===== src/rtl/dcache_pkg.sv =====
// dcache_pkg: shared sizes, refill FSM states and store-buffer entry for the data-cache controller
package dcache_pkg;
  localparam int LINE_WORDS = 8;
  localparam int OFFSET_W = 3;
  localparam int LINE_IDX_W = 7;
  localparam int ADDR_W = LINE_IDX_W + OFFSET_W;
  typedef enum logic [1:0] {IDLE, COLLECT, COMMIT} refill_state_e;
  typedef struct packed {
    logic [ADDR_W-1:0] addr;
    logic [31:0] data;
    logic [3:0] ben;
  } store_entry_t;
endpackage


===== src/rtl/refill_collector.sv =====
// refill_collector: gathers eight AXI read beats into a line buffer and requests a one-cycle commit
module refill_collector
  import dcache_pkg::*;
(
  input  logic clk,
  input  logic rst,
  input  logic start,
  input  logic [LINE_IDX_W-1:0] line_in,
  input  logic beat_valid,
  input  logic [31:0] beat_data,
  input  logic beat_last,
  output logic beat_ready,
  output logic busy,
  output logic done,
  output logic err,
  output logic commit,
  output logic [LINE_IDX_W-1:0] line,
  output logic [LINE_WORDS*32-1:0] line_buf
);
  refill_state_e state, state_nx;
  logic [OFFSET_W-1:0] cnt;
  logic beat, last_word;
  always_comb begin
    beat = state == COLLECT && beat_valid;
    last_word = cnt == OFFSET_W'(LINE_WORDS - 1);
    state_nx = state == IDLE ? (start ? COLLECT : IDLE) :
               state == COLLECT ? ((beat && last_word) ? COMMIT : COLLECT) : IDLE;
    beat_ready = state == COLLECT;
    busy = state != IDLE;
    commit = state == COMMIT;
  end
  always_ff @(posedge clk) begin
    if (rst) begin
      state <= IDLE;
      cnt <= '0;
      line <= '0;
      line_buf <= '0;
      done <= 1'b0;
      err <= 1'b0;
    end else begin
      state <= state_nx;
      done <= state == COMMIT;
      if (state == IDLE && start) begin
        line <= line_in;
        cnt <= '0;
      end
      if (beat) begin
        line_buf[32*cnt +: 32] <= beat_data;
        cnt <= cnt + 1'b1;
        if (beat_last != last_word) err <= 1'b1;
      end
    end
  end
endmodule


===== src/rtl/dcache_data_ctrl.sv =====
// dcache_data_ctrl: shares the line BRAM port between refill commits, store-buffer drains and loads
module dcache_data_ctrl
  import dcache_pkg::*;
#(
  parameter int ADDR_WIDTH = ADDR_W
) (
  input  logic clk,
  input  logic rst,
  input  logic ld_valid,
  input  logic [ADDR_WIDTH-1:0] ld_addr,
  output logic ld_ready,
  output logic ld_rvalid,
  output logic [31:0] ld_rdata,
  input  logic st_valid,
  input  logic [ADDR_WIDTH-1:0] st_addr,
  input  logic [31:0] st_data,
  input  logic [3:0] st_ben,
  output logic st_ready,
  input  logic rf_start,
  input  logic [LINE_IDX_W-1:0] rf_line,
  input  logic rf_beat_valid,
  input  logic [31:0] rf_beat_data,
  input  logic rf_beat_last,
  output logic rf_beat_ready,
  output logic rf_busy,
  output logic rf_done,
  output logic rf_err,
  output logic [ADDR_WIDTH-1:0] bram_raddr,
  output logic [ADDR_WIDTH-1:0] bram_waddr,
  output logic bram_re,
  output logic bram_we,
  output logic bram_store,
  output logic bram_hit_write,
  output logic [31:0] bram_din,
  output logic [LINE_WORDS*32-1:0] bram_din_all,
  output logic [3:0] bram_byte_ben,
  input  logic [31:0] bram_dout
);
  store_entry_t sb;
  logic full, rf_commit, commit, drain, hazard;
  logic [LINE_IDX_W-1:0] rf_idx;
  refill_collector u_rc (
    .clk(clk),
    .rst(rst),
    .start(rf_start),
    .line_in(rf_line),
    .beat_valid(rf_beat_valid),
    .beat_data(rf_beat_data),
    .beat_last(rf_beat_last),
    .beat_ready(rf_beat_ready),
    .busy(rf_busy),
    .done(rf_done),
    .err(rf_err),
    .commit(rf_commit),
    .line(rf_idx),
    .line_buf(bram_din_all)
  );
  always_comb begin
    commit = rf_commit && !rst;
    drain = full && !commit && !rst;
    hazard = full && sb.addr == ld_addr;
    ld_ready = ld_valid && !commit && !drain && !hazard && !rst;
    st_ready = !full || drain;
    ld_rdata = bram_dout;
    bram_re = ld_ready;
    bram_raddr = ld_addr;
    bram_we = commit || drain;
    bram_store = drain;
    bram_hit_write = commit;
    bram_waddr = commit ? {rf_idx, {OFFSET_W{1'b0}}} : sb.addr;
    bram_din = sb.data;
    bram_byte_ben = drain ? sb.ben : 4'b0000;
  end
  always_ff @(posedge clk) begin
    if (rst) begin
      full <= 1'b0;
      sb <= '0;
      ld_rvalid <= 1'b0;
    end else begin
      ld_rvalid <= ld_ready;
      if (st_valid && st_ready) begin
        sb <= '{addr: st_addr, data: st_data, ben: st_ben};
        full <= 1'b1;
      end else if (drain) begin
        full <= 1'b0;
      end
    end
  end
endmodule


===== config.mk =====
export PLATFORM = sky130hd
export DESIGN_NAME = dcache_data_ctrl
export DESIGN_NICKNAME = d
export VERILOG_FILES = /design/src/rtl/dcache_pkg.sv /design/src/rtl/refill_collector.sv /design/src/rtl/dcache_data_ctrl.sv
export SDC_FILE = /design/constraint.sdc
export NUM_CORES = 1
export LEC_CHECK = 0
export CAP_MARGIN = 20
export CORE_AREA = 3 3 187 189
export DETAILED_ROUTE_END_ITERATION = 10
export DIE_AREA = 0 0 190 192
export PLACE_DENSITY = 0.83
export SLEW_MARGIN = 20
export SYNTH_ARGS = -nofsm -noshare
export SYNTH_HDL_FRONTEND = slang
export SYNTH_SLANG_ARGS = --single-unit

===== constraint.sdc =====
create_clock -name clk -period 3.3 [get_ports clk]
set_input_delay 0.495 -clock clk [delete_from_list [all_inputs] [get_ports clk]]
set_output_delay 0.495 -clock clk [all_outputs]
set_load 0.01 [all_outputs]

==> metrics.yaml <==
job:
  drv_cap: 0
min_path:
  hold-path-endpoint: "sb[37]"
  min-delay-start: "rst"
  min-delay-path-class: "input pin to flip-flop"
  holdPathStages: 2
synth:
  synth-xor-area-share: 0.000657
  yosys_register_bits: 318
  synth_seq_area_share: 0.477
  netlist_top_cells_area: "dfxtp_1, o21ai_0, nand3_1, nand2b_1, nand3b_1"
  synth_top_family_by_area: "simple AND/OR/NAND/NOR gates"
  yosys.area_share.simple: 0.269
  synth_top_area_cell: "dfxtp_1"
  synth_area_um2: 13300
  synth_mux_area_frac: 0.00591
  netlist_instances: 1567
  synthesis.nets: 1708
  syn_area_per_cell_um2: 8.51
  synthAdderAreaFrac: 0.00657
  yosysWarnings: 0
  synth_compound_area_frac: 0.154
  synth_top_area_frac: 0.477
  ys_types: 33
grt:
  grt_max_degree: 130
  grt_usage: 0.229
  grt_pass1_wl_um: 66200
  antenna_found_initial: 0
  grt_pass1_vias: 11400
  use_met1: 0.308
  grt-ovfl-total: 0
  top_usage_layer: "met2"
  grt_use_met3: 0.0571
  grt.met2_usage: 0.357
worst_setup_path:
  r2r_start: "u_rc.cnt[0]"
  reg2reg_to: "u_rc.line_buf[245]"
  slowest_stage: "clkdlybuf4s50_1"
  r2r_cells: 7
  ff2ff_setup_slack_ns: 0.36
  crit_path_end_kind: "output port"
  startpoint_type: "flip-flop"
  crit_family: "buffers and inverters"
  cp.arrival_ns: 2.53
  crit_buf_inv: 2
  crit_chain: "nor2b_2 > nor2b_1 > buf_4 > mux2_2 > clkdlybuf4s50_1"
  crit_type: "flip-flop to output port"
  slowest_delay_ns: 0.49
  critical_path_required_ns: 2.80
  critical_path_peak_fanout: 11
cts:
  cts_buffers: 36
  cts_setup_buffers: 0
  clk_path_buf_depth: 3
  cts_tree: "done"
  ctsHoldBuffers: 0
  cts.sinks: 318
  postCtsResizedCells: 0
  h-tree-depth: 2
  cts.clk_slew.worst_paths_ns: 0.06
  root_buffer: "clkbuf_16"
  clk_latency_ns: 0.52
sta:
  fin_skew_ns: 0.0138
  tightest_slew_ns: 1.08
  setup_slack_ns: 0.277
  min_period_ns: 3.02
  holdWs_ns: 0.356
  drv_slew: 0
  rsz0062_at_grt: "false"
  setup_tns_ns: 0
  slew-limit-headroom: 0.281
  hold_viol: 0
  setup-violations-final: 0
  max_freq_mhz: 331
  period_share: 0.916
placed_design:
  port_buffers: 404
  finalWeightedCongestion: 0.822
  hpwlAfterDp_um: 30300
  dp_slack_ns: 0.406
power_and_ir_drop:
  clkPwrFrac: 0.470
  p_switching_mw: 1.96
  ir_worst_vdd_uv: 302
  internal_power_mw: 6.69
  powerDensity_nw_per_um2: 472
  power_frac_seq: 0.455
  switching_share: 0.226
  power.leakage_nw: 6.17
  combPwrFrac: 0.075
status:
  status: "finished clean"
drt:
  ant_nets: 0
  routed_wl_um: 44300
  drt_iter0_markers: 868
  drc: 0
  wl_per_cell_um: 19.3
  first_pass_iters: 6
  viasPerCell: 5.23
  vias: 12000
layout:
  layout-drive-gt1-share: 0.0823
  finalNetCount: 1966
  mostFrequentLayoutCells: "clkdlybuf4s50_1, dfxtp_1, o21ai_0"
  num_antenna_cells: 0
  mostFrequentLayoutCell: "clkdlybuf4s50_1"
  syn_to_final_growth_pct: 37.4
floorplanning:
  die_w_um: 190
  core_um2: 33400
  io-pin-count: 489
  start_util: 0.399
  rows: 67
  die_area_um2: 36500
  die_y_um: 192
## synthesized netlist by cell type (all sizes together)
library cell and number:
dfxtp 318, o21ai 223, nand2 176, nand3 175, nand2b 128, buf 119
nand3b 97, clkbuf 92, a21oi 91, a21bo 46, nor2b 39, nor2 12
inv 8, ha 7, mux2 7, and3 5, nor3 4, nor3b 4
nor4b 4, nand4b 3, a22oi 2, and2 1, and3b 1, nor4 1
o31ai 1, or2 1, or3 1, xor2 1
## stage by stage
step / utilization / power (mW) / area (um^2) / std cells
after floorplan: - / 4.40 / 13300 / 1567
after global placement: 0.512 / 4.64 / 17100 / 2235
after detailed placement: 0.512 / 4.66 / 17100 / 2235
after CTS: 0.548 / 8.72 / 18300 / 2295
after global routing: 0.548 / 8.91 / 18300 / 2295
final: 0.548 / 8.64 / 18300 / 2295
## layer usage
| metal | part of all wire | vias to the layer above |
|---|---|---|
| met5 | 0 | - |
| met4 | 0.034 | 0 |
| met3 | 0.076 | 98 |
| met2 | 0.46 | 487 |
| met1 | 0.43 | 5684 |
| li1 | - | 5742 |
## final cells by class
class | instances | area [um^2]
clock buffer | 48 | 1010
sequential | 318 | 6370
tap | 448 | 561
timing repair buffer | 431 | 4280
multi-input combinational | 1030 | 5880
inverter | 8 | 30.0
fill | 2906 | 15100
clock inverter | 12 | 196
## cells by family (layout without fill, tap and decap cells)
kind of cell / after synthesis / after routing
AOI/OAI and AO/OA: 363 / 363
xor gates and xnor gates: 1 / 1
DFF: 318 / 318
muxes: 7 / 7
and+or+nand+nor: 652 / 652
buffers and inverters: 219 / 499
adders and majority gates: 7 / 7
## power by group through the flow
| stage | sequential, mW | combinational (mW) | clock [mW] |
|---|---|---|---|
| after floorplan | 4.01 | 0.392 | 0 |
| after global placement | 4.01 | 0.634 | 0 |
| final | 3.93 | 0.646 | 4.07 |
| after detailed placement | 4.01 | 0.644 | 0 |
| after CTS | 3.93 | 0.647 | 4.14 |
| after global routing | 3.94 | 0.688 | 4.29 |
## state kept, by name (all words and copies together), names as in the netlist
name	cells
full	1
u_rc.line_buf	256
u_rc.line	7
u_rc.cnt	3
u_rc.done	1
u_rc.err	1
sb	14
bram_din	32
u_rc.state	2
ld_rvalid	1
## worst max-delay path by stage
stage / from / endpoint / slack (ns) / cells past startpoint
5_1_grt: u_rc.cnt[0] / u_rc.line_buf[242] / 0.12 / 7
6_report: u_rc.state[1] / bram_waddr[5] / 0.28 / 5
3_3_place_gp: u_rc.cnt[0] / u_rc.line_buf[244] / 0.53 / 7
3_5_place_dp: u_rc.cnt[0] / u_rc.line_buf[244] / 0.41 / 7
2_1_floorplan: rst / ld_ready / 0.96 / 5
4_1_cts: u_rc.state[1] / bram_waddr[5] / 0.13 / 5
(Power assumes the default switching activity.)
